<file path="config.mk">
export PLATFORM = sky130hd
export DESIGN_NAME = coverfloat_txn_assembler
export DESIGN_NICKNAME = d
export VERILOG_FILES = /design/src/rtl/coverfloat_pkg.sv /design/src/rtl/coverfloat_txn_check.sv /design/src/rtl/coverfloat_txn_assembler.sv
export SDC_FILE = /design/constraint.sdc
export NUM_CORES = 2
export LEC_CHECK = 0
export CAP_MARGIN = 0
export CORE_MARGIN = 2
export CORE_UTILIZATION = 49
export CTS_BUF_LIST = sky130_fd_sc_hd__clkbuf_8
export CTS_CLUSTER_SIZE = 14
export DETAILED_ROUTE_END_ITERATION = 10
export GPL_TIMING_DRIVEN = 0
export MAX_ROUTING_LAYER = met4
export PLACE_DENSITY = 0.85
export SYNTH_ARGS = -nofsm -noshare
export SYNTH_HDL_FRONTEND = slang
export SYNTH_HIERARCHICAL = 1
export SYNTH_SLANG_ARGS = --single-unit
</file>
<file path="constraint.sdc">
create_clock -name clk -period 6.4 [get_ports clk]
set_input_delay 0.96 -clock clk [delete_from_list [all_inputs] [get_ports clk]]
set_output_delay 0.96 -clock clk [all_outputs]
set_load 0.01 [all_outputs]
</file>
<file path="src/rtl/coverfloat_pkg.sv">
// coverfloat_pkg: shared types and encodings for the coverfloat transaction path.
//   coverfloat_txn_t : one assembled test record (op, rm, formats, operands,
//                      96-bit expected result, expected flags)
//   cf_op_e / cf_round_e / cf_flag_e / cf_fmt_e : field encodings
//   CF_TXN_WORDS     : stream words per record frame
//   cf_fmt_legal()   : format byte membership test
package coverfloat_pkg;

  localparam int unsigned CF_TXN_WORDS = 19;

  typedef enum logic [31:0] {
    OP_ADD    = 32'd1,
    OP_SUB    = 32'd2,
    OP_MUL    = 32'd3,
    OP_DIV    = 32'd4,
    OP_FMADD  = 32'd5,
    OP_FMSUB  = 32'd6,
    OP_FNMADD = 32'd7,
    OP_FNMSUB = 32'd8,
    OP_SQRT   = 32'd9,
    OP_REM    = 32'd10,
    OP_CFI    = 32'd11,
    OP_CFF    = 32'd12,
    OP_CIF    = 32'd13
  } cf_op_e;

  typedef enum logic [31:0] {
    ROUND_NEAR_EVEN   = 32'd0,
    ROUND_MINMAG      = 32'd1,
    ROUND_MIN         = 32'd2,
    ROUND_MAX         = 32'd3,
    ROUND_NEAR_MAXMAG = 32'd4,
    ROUND_ODD         = 32'd5
  } cf_round_e;

  typedef enum logic [31:0] {
    FLAG_INEXACT   = 32'h01,
    FLAG_UNDERFLOW = 32'h02,
    FLAG_OVERFLOW  = 32'h04,
    FLAG_INFINITE  = 32'h08,
    FLAG_INVALID   = 32'h10
  } cf_flag_e;

  typedef enum logic [7:0] {
    FMT_HALF   = 8'h00,
    FMT_SINGLE = 8'h01,
    FMT_DOUBLE = 8'h02,
    FMT_QUAD   = 8'h03,
    FMT_BF16   = 8'h04,
    FMT_INT    = 8'h81,
    FMT_LONG   = 8'h82,
    FMT_UINT   = 8'hC1,
    FMT_ULONG  = 8'hC2
  } cf_fmt_e;

  typedef struct packed {
    logic [31:0]  op;
    logic [31:0]  rm;
    logic [7:0]   fmt_a;
    logic [7:0]   fmt_b;
    logic [7:0]   fmt_c;
    logic [7:0]   fmt_res;
    logic [127:0] a;
    logic [127:0] b;
    logic [127:0] c;
    logic [95:0]  res;
    logic [31:0]  flags;
  } coverfloat_txn_t;

  function automatic logic cf_fmt_legal(input logic [7:0] fmt);
    case (fmt)
      FMT_HALF, FMT_SINGLE, FMT_DOUBLE, FMT_QUAD, FMT_BF16,
      FMT_INT, FMT_UINT, FMT_LONG, FMT_ULONG: return 1'b1;
      default:                                return 1'b0;
    endcase
  endfunction

endpackage

</file>
<file path="src/rtl/coverfloat_txn_check.sv">
// coverfloat_txn_check: combinational field validation of a candidate record.
//   op_i  [31:0] : op word
//   rm_i  [31:0] : rounding-mode word
//   fmt_i [31:0] : packed format bytes {fmt_a, fmt_b, fmt_c, fmt_res}
//   err_o [2:0]  : {bad format, bad rounding mode, bad op}
module coverfloat_txn_check
  import coverfloat_pkg::*;
(
  input  logic [31:0] op_i,
  input  logic [31:0] rm_i,
  input  logic [31:0] fmt_i,
  output logic [2:0]  err_o
);

  logic bad_op;
  logic bad_rm;
  logic bad_fmt;

  always_comb begin
    bad_op  = (op_i < OP_ADD) || (op_i > OP_CIF);
    bad_rm  = (rm_i > ROUND_ODD);
    // A quad result cannot fit the 96-bit result slot of a 19-word frame.
    bad_fmt = !cf_fmt_legal(fmt_i[31:24]) || !cf_fmt_legal(fmt_i[23:16]) ||
              !cf_fmt_legal(fmt_i[15:8])  || !cf_fmt_legal(fmt_i[7:0])   ||
              (fmt_i[7:0] == FMT_QUAD);
    err_o   = {bad_fmt, bad_rm, bad_op};
  end

endmodule

</file>
<file path="src/rtl/coverfloat_txn_assembler.sv">
// coverfloat_txn_assembler: builds one coverfloat_txn_t from a 32-bit word
// stream, validates frame length and field encodings, and holds one record
// for a valid/ready downstream.
//   clk, rst_n            : clock, asynchronous active-low reset
//   in_valid/in_ready     : upstream word handshake; in_data word, in_last ends frame
//   out_valid/out_ready   : downstream record handshake; out_txn record, out_err field errors
//   err_frame             : one-cycle pulse when a frame is dropped for bad length
//   txn_count             : records handed off (wraps)
//   err_count             : dropped frames (saturates)
module coverfloat_txn_assembler
  import coverfloat_pkg::*;
#(
  parameter int unsigned TXN_WORDS = CF_TXN_WORDS,
  parameter int unsigned ERRCNT_W  = 16
) (
  input  logic                clk,
  input  logic                rst_n,
  input  logic                in_valid,
  output logic                in_ready,
  input  logic [31:0]         in_data,
  input  logic                in_last,
  output logic                out_valid,
  input  logic                out_ready,
  output coverfloat_txn_t     out_txn,
  output logic [2:0]          out_err,
  output logic                err_frame,
  output logic [31:0]         txn_count,
  output logic [ERRCNT_W-1:0] err_count
);

  localparam logic [4:0] LAST_IDX = 5'(TXN_WORDS - 1);

  typedef enum logic {ST_COLLECT, ST_DISCARD} state_e;

  state_e              state_q, state_d;
  logic [4:0]          idx_q, idx_d;
  logic [31:0]         shadow_q [TXN_WORDS-1];
  logic                shadow_we;
  coverfloat_txn_t     cand, txn_q, txn_d;
  logic [2:0]          cand_err, err_q, err_d;
  logic                valid_q, valid_d;
  logic                err_frame_q, err_frame_d;
  logic [31:0]         txn_cnt_q, txn_cnt_d;
  logic [ERRCNT_W-1:0] err_cnt_q, err_cnt_d;
  logic                accept, handoff, load, drop;

  // Only the final word of a frame needs the output register, so only it stalls.
  assign in_ready = (state_q == ST_DISCARD) || (idx_q != LAST_IDX) || !valid_q || out_ready;
  assign accept   = in_valid && in_ready;
  assign handoff  = valid_q && out_ready;

  // The final (flags) word is taken straight from the bus on load.
  always_comb begin
    cand         = '0;
    cand.op      = shadow_q[0];
    cand.rm      = shadow_q[1];
    cand.fmt_a   = shadow_q[2][31:24];
    cand.fmt_b   = shadow_q[2][23:16];
    cand.fmt_c   = shadow_q[2][15:8];
    cand.fmt_res = shadow_q[2][7:0];
    cand.a       = {shadow_q[3],  shadow_q[4],  shadow_q[5],  shadow_q[6]};
    cand.b       = {shadow_q[7],  shadow_q[8],  shadow_q[9],  shadow_q[10]};
    cand.c       = {shadow_q[11], shadow_q[12], shadow_q[13], shadow_q[14]};
    cand.res     = {shadow_q[15], shadow_q[16], shadow_q[17]};
    cand.flags   = in_data;
  end

  coverfloat_txn_check u_check (
    .op_i  (shadow_q[0]),
    .rm_i  (shadow_q[1]),
    .fmt_i (shadow_q[2]),
    .err_o (cand_err)
  );

  always_comb begin
    state_d   = state_q;
    idx_d     = idx_q;
    shadow_we = 1'b0;
    load      = 1'b0;
    drop      = 1'b0;
    if (accept) begin
      if (state_q == ST_DISCARD) begin
        if (in_last) state_d = ST_COLLECT;
      end else if (idx_q != LAST_IDX) begin
        shadow_we = 1'b1;
        if (in_last) begin
          idx_d = '0;
          drop  = 1'b1;
        end else begin
          idx_d = idx_q + 5'd1;
        end
      end else begin
        idx_d = '0;
        if (in_last) begin
          load = 1'b1;
        end else begin
          drop    = 1'b1;
          state_d = ST_DISCARD;
        end
      end
    end
  end

  always_comb begin
    valid_d     = load || (valid_q && !out_ready);
    txn_d       = load ? cand : txn_q;
    err_d       = load ? cand_err : err_q;
    err_frame_d = drop;
    txn_cnt_d   = handoff ? txn_cnt_q + 32'd1 : txn_cnt_q;
    err_cnt_d   = (drop && (err_cnt_q != '1)) ? err_cnt_q + ERRCNT_W'(1) : err_cnt_q;
  end

  always_ff @(posedge clk or negedge rst_n) begin
    if (!rst_n) begin
      state_q     <= ST_COLLECT;
      idx_q       <= '0;
      valid_q     <= 1'b0;
      txn_q       <= '0;
      err_q       <= '0;
      err_frame_q <= 1'b0;
      txn_cnt_q   <= '0;
      err_cnt_q   <= '0;
    end else begin
      state_q     <= state_d;
      idx_q       <= idx_d;
      valid_q     <= valid_d;
      txn_q       <= txn_d;
      err_q       <= err_d;
      err_frame_q <= err_frame_d;
      txn_cnt_q   <= txn_cnt_d;
      err_cnt_q   <= err_cnt_d;
    end
  end

  always_ff @(posedge clk or negedge rst_n) begin
    if (!rst_n) begin
      for (int unsigned i = 0; i < TXN_WORDS - 1; i++) shadow_q[i] <= '0;
    end else if (shadow_we) begin
      shadow_q[idx_q] <= in_data;
    end
  end

  assign out_valid = valid_q;
  assign out_txn   = txn_q;
  assign out_err   = err_q;
  assign err_frame = err_frame_q;
  assign txn_count = txn_cnt_q;
  assign err_count = err_cnt_q;

endmodule

</file>
After elaboration in Yosys (flattened, before gate mapping)
Cells that the tools add are included.
Widths: inputs -> output; s select.
{"block": "word_totals", "word_cells": 131, "reg_bits": 1243}
{"block": "op_classes", "muxes": 22, "add_sub_neg": 3, "n_bitwise": 2, "eq_ne": 34, "order_cmp": 5, "reduce_logical": 29}
{"operator": "$bwmux 576", "n": 1}
{"operator": "$demux 32 s5", "n": 1}
{"operator": "$eq 8x8->1 const B", "n": 16}
{"operator": "$eq 8x2->1 const B", "n": 8}
{"operator": "$reduce_or 9->1", "n": 4}
{"operator": "$add 32x1->32 const B", "n": 1}
{"operator": "$eq 8x1->1 const B", "n": 4}
{"operator": "$eq 8x3->1 const B", "n": 4}
{"operator": "$gt 32x3->1 const B", "n": 1}
{"operator": "$gt 32x4->1 const B", "n": 1}
{"operator": "$logic_not 8->1", "n": 4}
{"operator": "$lt 32x1->1 const B", "n": 1}
{"operator": "$mux 32", "n": 1}
{"operator": "$mux 1", "n": 17}
{"operator": "$add 16x1->16 const B", "n": 1}
{"operator": "$ne 16x16->1 const B", "n": 1}
{"operator": "$mux 5", "n": 2}
{"operator": "$logic_or 1x1->1", "n": 9}
{"operator": "$ge 6x6->1 const B", "n": 1}
{"operator": "$logic_not 1->1", "n": 6}
{"operator": "$lt 6x1->1 const B", "n": 1}
{"operator": "$not 5->6", "n": 1}
{"operator": "$add 5x1->5 const B", "n": 1}
{"operator": "$logic_and 1x1->1", "n": 5}
{"operator": "3 further kinds", "n": 3}

Depth between registers and ports, before layout
{"block": "depth", "word_depth": 8, "depth_mapped": 10}

Modules after synthesis
The synthesis kept the hierarchy.
{"module": "coverfloat_txn_assembler", "n_inst": 1, "area_per_inst_um2": 47040.1, "cells_per_inst": 2832, "seq_area_each_um2": 31104.8}
{"module": "coverfloat_txn_check", "n_inst": 1, "area_per_inst_um2": 331.6, "cells_per_inst": 49, "seq_area_each_um2": 0.0}

Worst setup path before layout
No wires, ideal clock.
{"block": "synth_timing", "kind": "input port to flip-flop", "startpoint": "input port out_ready", "endpoint": "register txn_q, in the netlist out_txn[260]", "path_stages": 7, "t_arrival_ps": 2312, "t_required_ps": 6275, "path_slack_ps": 3963, "cell_sequence": "nand2b_1 > or2_2 > nand3_1 > buf_4 > buf_4 > buf_4 > mux2_2"}
{"block": "synth_between", "elab_chain_cells": 3}
{"element": "start, declared", "line_no": "coverfloat_txn_assembler.sv:23", "rtl": "input logic out_ready,"}
{"element": "$logic_or 1x1->1", "line_no": "coverfloat_txn_assembler.sv:48", "rtl": "assign in_ready = (state_q == ST_DISCARD) || (idx_q != LAST_IDX) || !valid_q || out_ready;"}
{"element": "$logic_and 1x1->1", "line_no": "coverfloat_txn_assembler.sv:49", "rtl": "assign accept = in_valid && in_ready;"}
{"element": "$mux 1", "line_no": "coverfloat_txn_assembler.sv:81", "rtl": "if (accept) begin"}
{"element": "end signal, assigned", "line_no": "coverfloat_txn_assembler.sv:127", "rtl": "txn_q <= txn_d;"}
{"element": "end, declared", "line_no": "coverfloat_txn_assembler.sv:39", "rtl": "coverfloat_txn_t cand, txn_q, txn_d;"}
No other way between the ends.
A chain may end at the register's enable or synchronous reset.

Final worst setup path
{"block": "layout_timing", "startpoint": "input port out_ready", "endpoint": "output port in_ready"}
{"block": "layout_between", "elab_chain_cells": 1}
{"element": "$logic_or 1x1->1", "line_no": "coverfloat_txn_assembler.sv:48"}
{"element": "end, declared", "line_no": "coverfloat_txn_assembler.sv:19", "rtl": "output logic in_ready,"}
No other way between the ends.

==> results.cfg <==
[worst_hold_path]
min_path_type = reg -> reg
min_to = out_txn[328]
hold_depth = 1
hp-start = cand[328]

[route]
ant_nets = 0
drc = 0
vias = 28200
viasPerCell = 5.45
drt_iter0_drc = 1844
wl_per_cell_um = 26.2
dr.pass1.iters = 5
finalWirelength_mm = 136

[logic_synthesis]
syn_nets = 2926
synthCells = 2881
ys_types = 47
synth_area_mm2 = 0.0474
ys_ff_latch = 1243
synth_warnings = 6
ys_seq_area_frac = 0.657
syn_area_per_cell_um2 = 16.4

[grt]
antenna_found_initial = 9
grt_overflow_total = 0
grt_pass1_wl_mm = 197
grt_max_degree = 183
grt.total_usage = 0.282
grt_pass1_vias = 29600

[clocking]
cts_resized = 0
root_buffer = clkbuf_8
cts_made_buffers = 192
clkSinkCount = 1243
holdBufCountCts = 1
cts_tree = yes
post_cts_buffers = 0
htree_levels = 4
clk_pin_slew_ps = 60
clk-insertion-delay-late_ps = 870
clock_path_buffers = 3

[floorplan]
die_x_um = 315
die_area_mm2 = 0.0992
initial_core_util = 0.492
die_height_um = 315
core_mm2 = 0.0963
fp-row-count = 114
ios = 699

[worst_setup_path]
cp.required_ps = 5440
worst-endpoint-arrival_ps = 2920
endpoint_kind = output port
crit_path_start_kind = input pin
crit_path_max_fanout = 5
crit-reg2reg-capture = cand[507]
reg2reg_from = idx_q[0]
reg2reg_setup_slack_ps = 3330
crit_type = in -> out
reg2reg_depth = 6

[power]
p_total_mw = 16.6
p_leak_nw = 29.8
ir_drop_uv = 207
power_density_mw_per_mm2 = 277

[sta]
setup_slack_ps = 2520
finalCriticalPeriod_ps = 3880
maxSlewViolCount = 0
tightest_slew_ps = 1390
setup_viol = 0
fin_worst_skew_ps = 45.4
hold_viol_final = 0
setup-tns-final_ps = 0
fin_crit_sh = 0.606
rsz0062_at_grt = no
slew-limit-headroom = 0.0734
fmax_ghz = 0.258

[placement]
port-buffer-count = 666
post-place-ws_ps = 2300
placed_area_mm2 = 0.0558
hpwl_mm = 94.3
gp_congestion = 0.818

[finish]
n_fill_cell = 6988
final_cell_mix = 1243 x dfrtp_1, 1189 x mux2_2, 665 x clkdlybuf4s50_1, 246 x clkbuf_8, 82 x inv_1
drive_above_1_share = 0.405
multi_input_area_mm2 = 0.0150
synthToLayoutAreaGrowth_pct = 26.4
design_area_mm2 = 0.0599
nNetsFinal = 3794
seq_area_mm2 = 0.0311
layout_commonest_cell = dfrtp_1

[run_status]
outcome = finished clean

[job]
max_cap_violations = 0
Yosys cell counts (all sizes together):
| master | instances | share of area |
|---|---|---|
| inv | 11 | 0.00087 |
| nor2 | 16 | 0.0014 |
| o221ai | 1 | 0.00018 |
| mux2i | 1 | 0.00021 |
| and3 | 13 | 0.0017 |
| a222oi | 1 | 0.00021 |
| or4 | 4 | 0.00079 |
| dfrtp | 1243 | 0.66 |
| nor4b | 1 | 0.00018 |
| nand2b | 4 | 0.00053 |
| nand2 | 39 | 0.0031 |
| xor2 | 18 | 0.0033 |
| clkbuf | 34 | 0.0027 |
| o31ai | 2 | 0.00032 |
| or3 | 4 | 0.00055 |
| buf | 160 | 0.023 |
| a22o | 1 | 0.00018 |
| mux2 | 1189 | 0.28 |
| nand4 | 14 | 0.0018 |
| nor2b | 5 | 0.00066 |
| nand4bb | 1 | 0.00024 |
| a31oi | 4 | 0.00053 |
| and4 | 3 | 0.00055 |
| a311oi | 1 | 0.00032 |
| ha | 8 | 0.0021 |
| nor3b | 6 | 0.0014 |
| xnor2 | 29 | 0.0054 |
| and2 | 7 | 0.00092 |
| o21ai | 9 | 0.00095 |
| a2111oi | 2 | 0.00090 |
| nand3 | 19 | 0.0021 |
| nor3 | 10 | 0.0011 |
| or2 | 2 | 0.00026 |
| a22oi | 1 | 0.00016 |
| a21oi | 1 | 0.00011 |
| nor4 | 17 | 0.0022 |
registers in the layout, indices dropped and copies added (netlist names):
signal / cells
out_txn: 608
err_frame: 1
out_err: 3
out_valid: 1
err_count: 16
state_q: 1
cand: 576
txn_count: 32
idx_q: 5
power breakdown:
part | switching (mW) | total (mW) | internal (mW) | leakage (nW)
combinational | 0.542 | 1.04 | 0.500 | 10.4
sequential | 0.381 | 8.74 | 8.36 | 17.1
clock | 3.14 | 6.80 | 3.66 | 2.33
total | 4.06 | 16.6 | 12.5 | 29.8
critical path, cell delays in order:
cell and delay, ps:
clkdlybuf4s50_1 500, nand2b_1 430, or3_1 430, clkdlybuf4s50_1 580
area by class of cell:
| class | instances | area share |
|---|---|---|
| Sequential cell | 1243 | 0.519 |
| Multi-Input combinational cell | 1433 | 0.251 |
| Timing Repair Buffer | 674 | 0.115 |
| Clock buffer | 246 | 0.0565 |
| Tap cell | 1276 | 0.0267 |
| Buffer | 194 | 0.0202 |
| Clock inverter | 103 | 0.0107 |
| Inverter | 11 | 0.000689 |
| Antenna cell | 6 | 0.000251 |
worst max-delay path by stage:
stage | startpoint | to | slack [ps] | depth (start not counted)
4_1_cts | out_ready | in_ready | 2490 | 4
3_5_place_dp | in_valid | cand[365] | 2300 | 6
6_report | out_ready | in_ready | 2520 | 4
3_3_place_gp | rst_n | cand[114] | -50490 | 1
2_1_floorplan | out_ready | out_txn[260] | 3960 | 7
5_1_grt | idx_q[0] | in_ready | 2350 | 5
routing by layer:
layer | up-vias | routed length (µm) | global-route usage
met2 | 965 | 64900 | 0.432
met5 | - | 0 | -
met4 | 0 | 7220 | 0.139
li1 | 11900 | - | -
met1 | 15000 | 54800 | 0.347
met3 | 320 | 9120 | 0.0744
cell families after synthesis:
logic type                 share of synthesized area
buffers and inverters                         0.0263
muxes                                          0.283
and+or+nand+nor                               0.0196
DFF                                            0.657
xor gates and xnor gates                     0.00869
AOI/OAI and AO/OA                            0.00386
adders and majority gates                    0.00211
stage by stage:
step                      hold WS, ps  std cells   util
final                             476       5186  0.622
after global routing              494       5182  0.622
after detailed placement          466       4830  0.580
after global placement            464       4823  0.578
after floorplan                   475       2881      -
after CTS                         478       5180  0.622
Power figures use the tool's default switching activity.
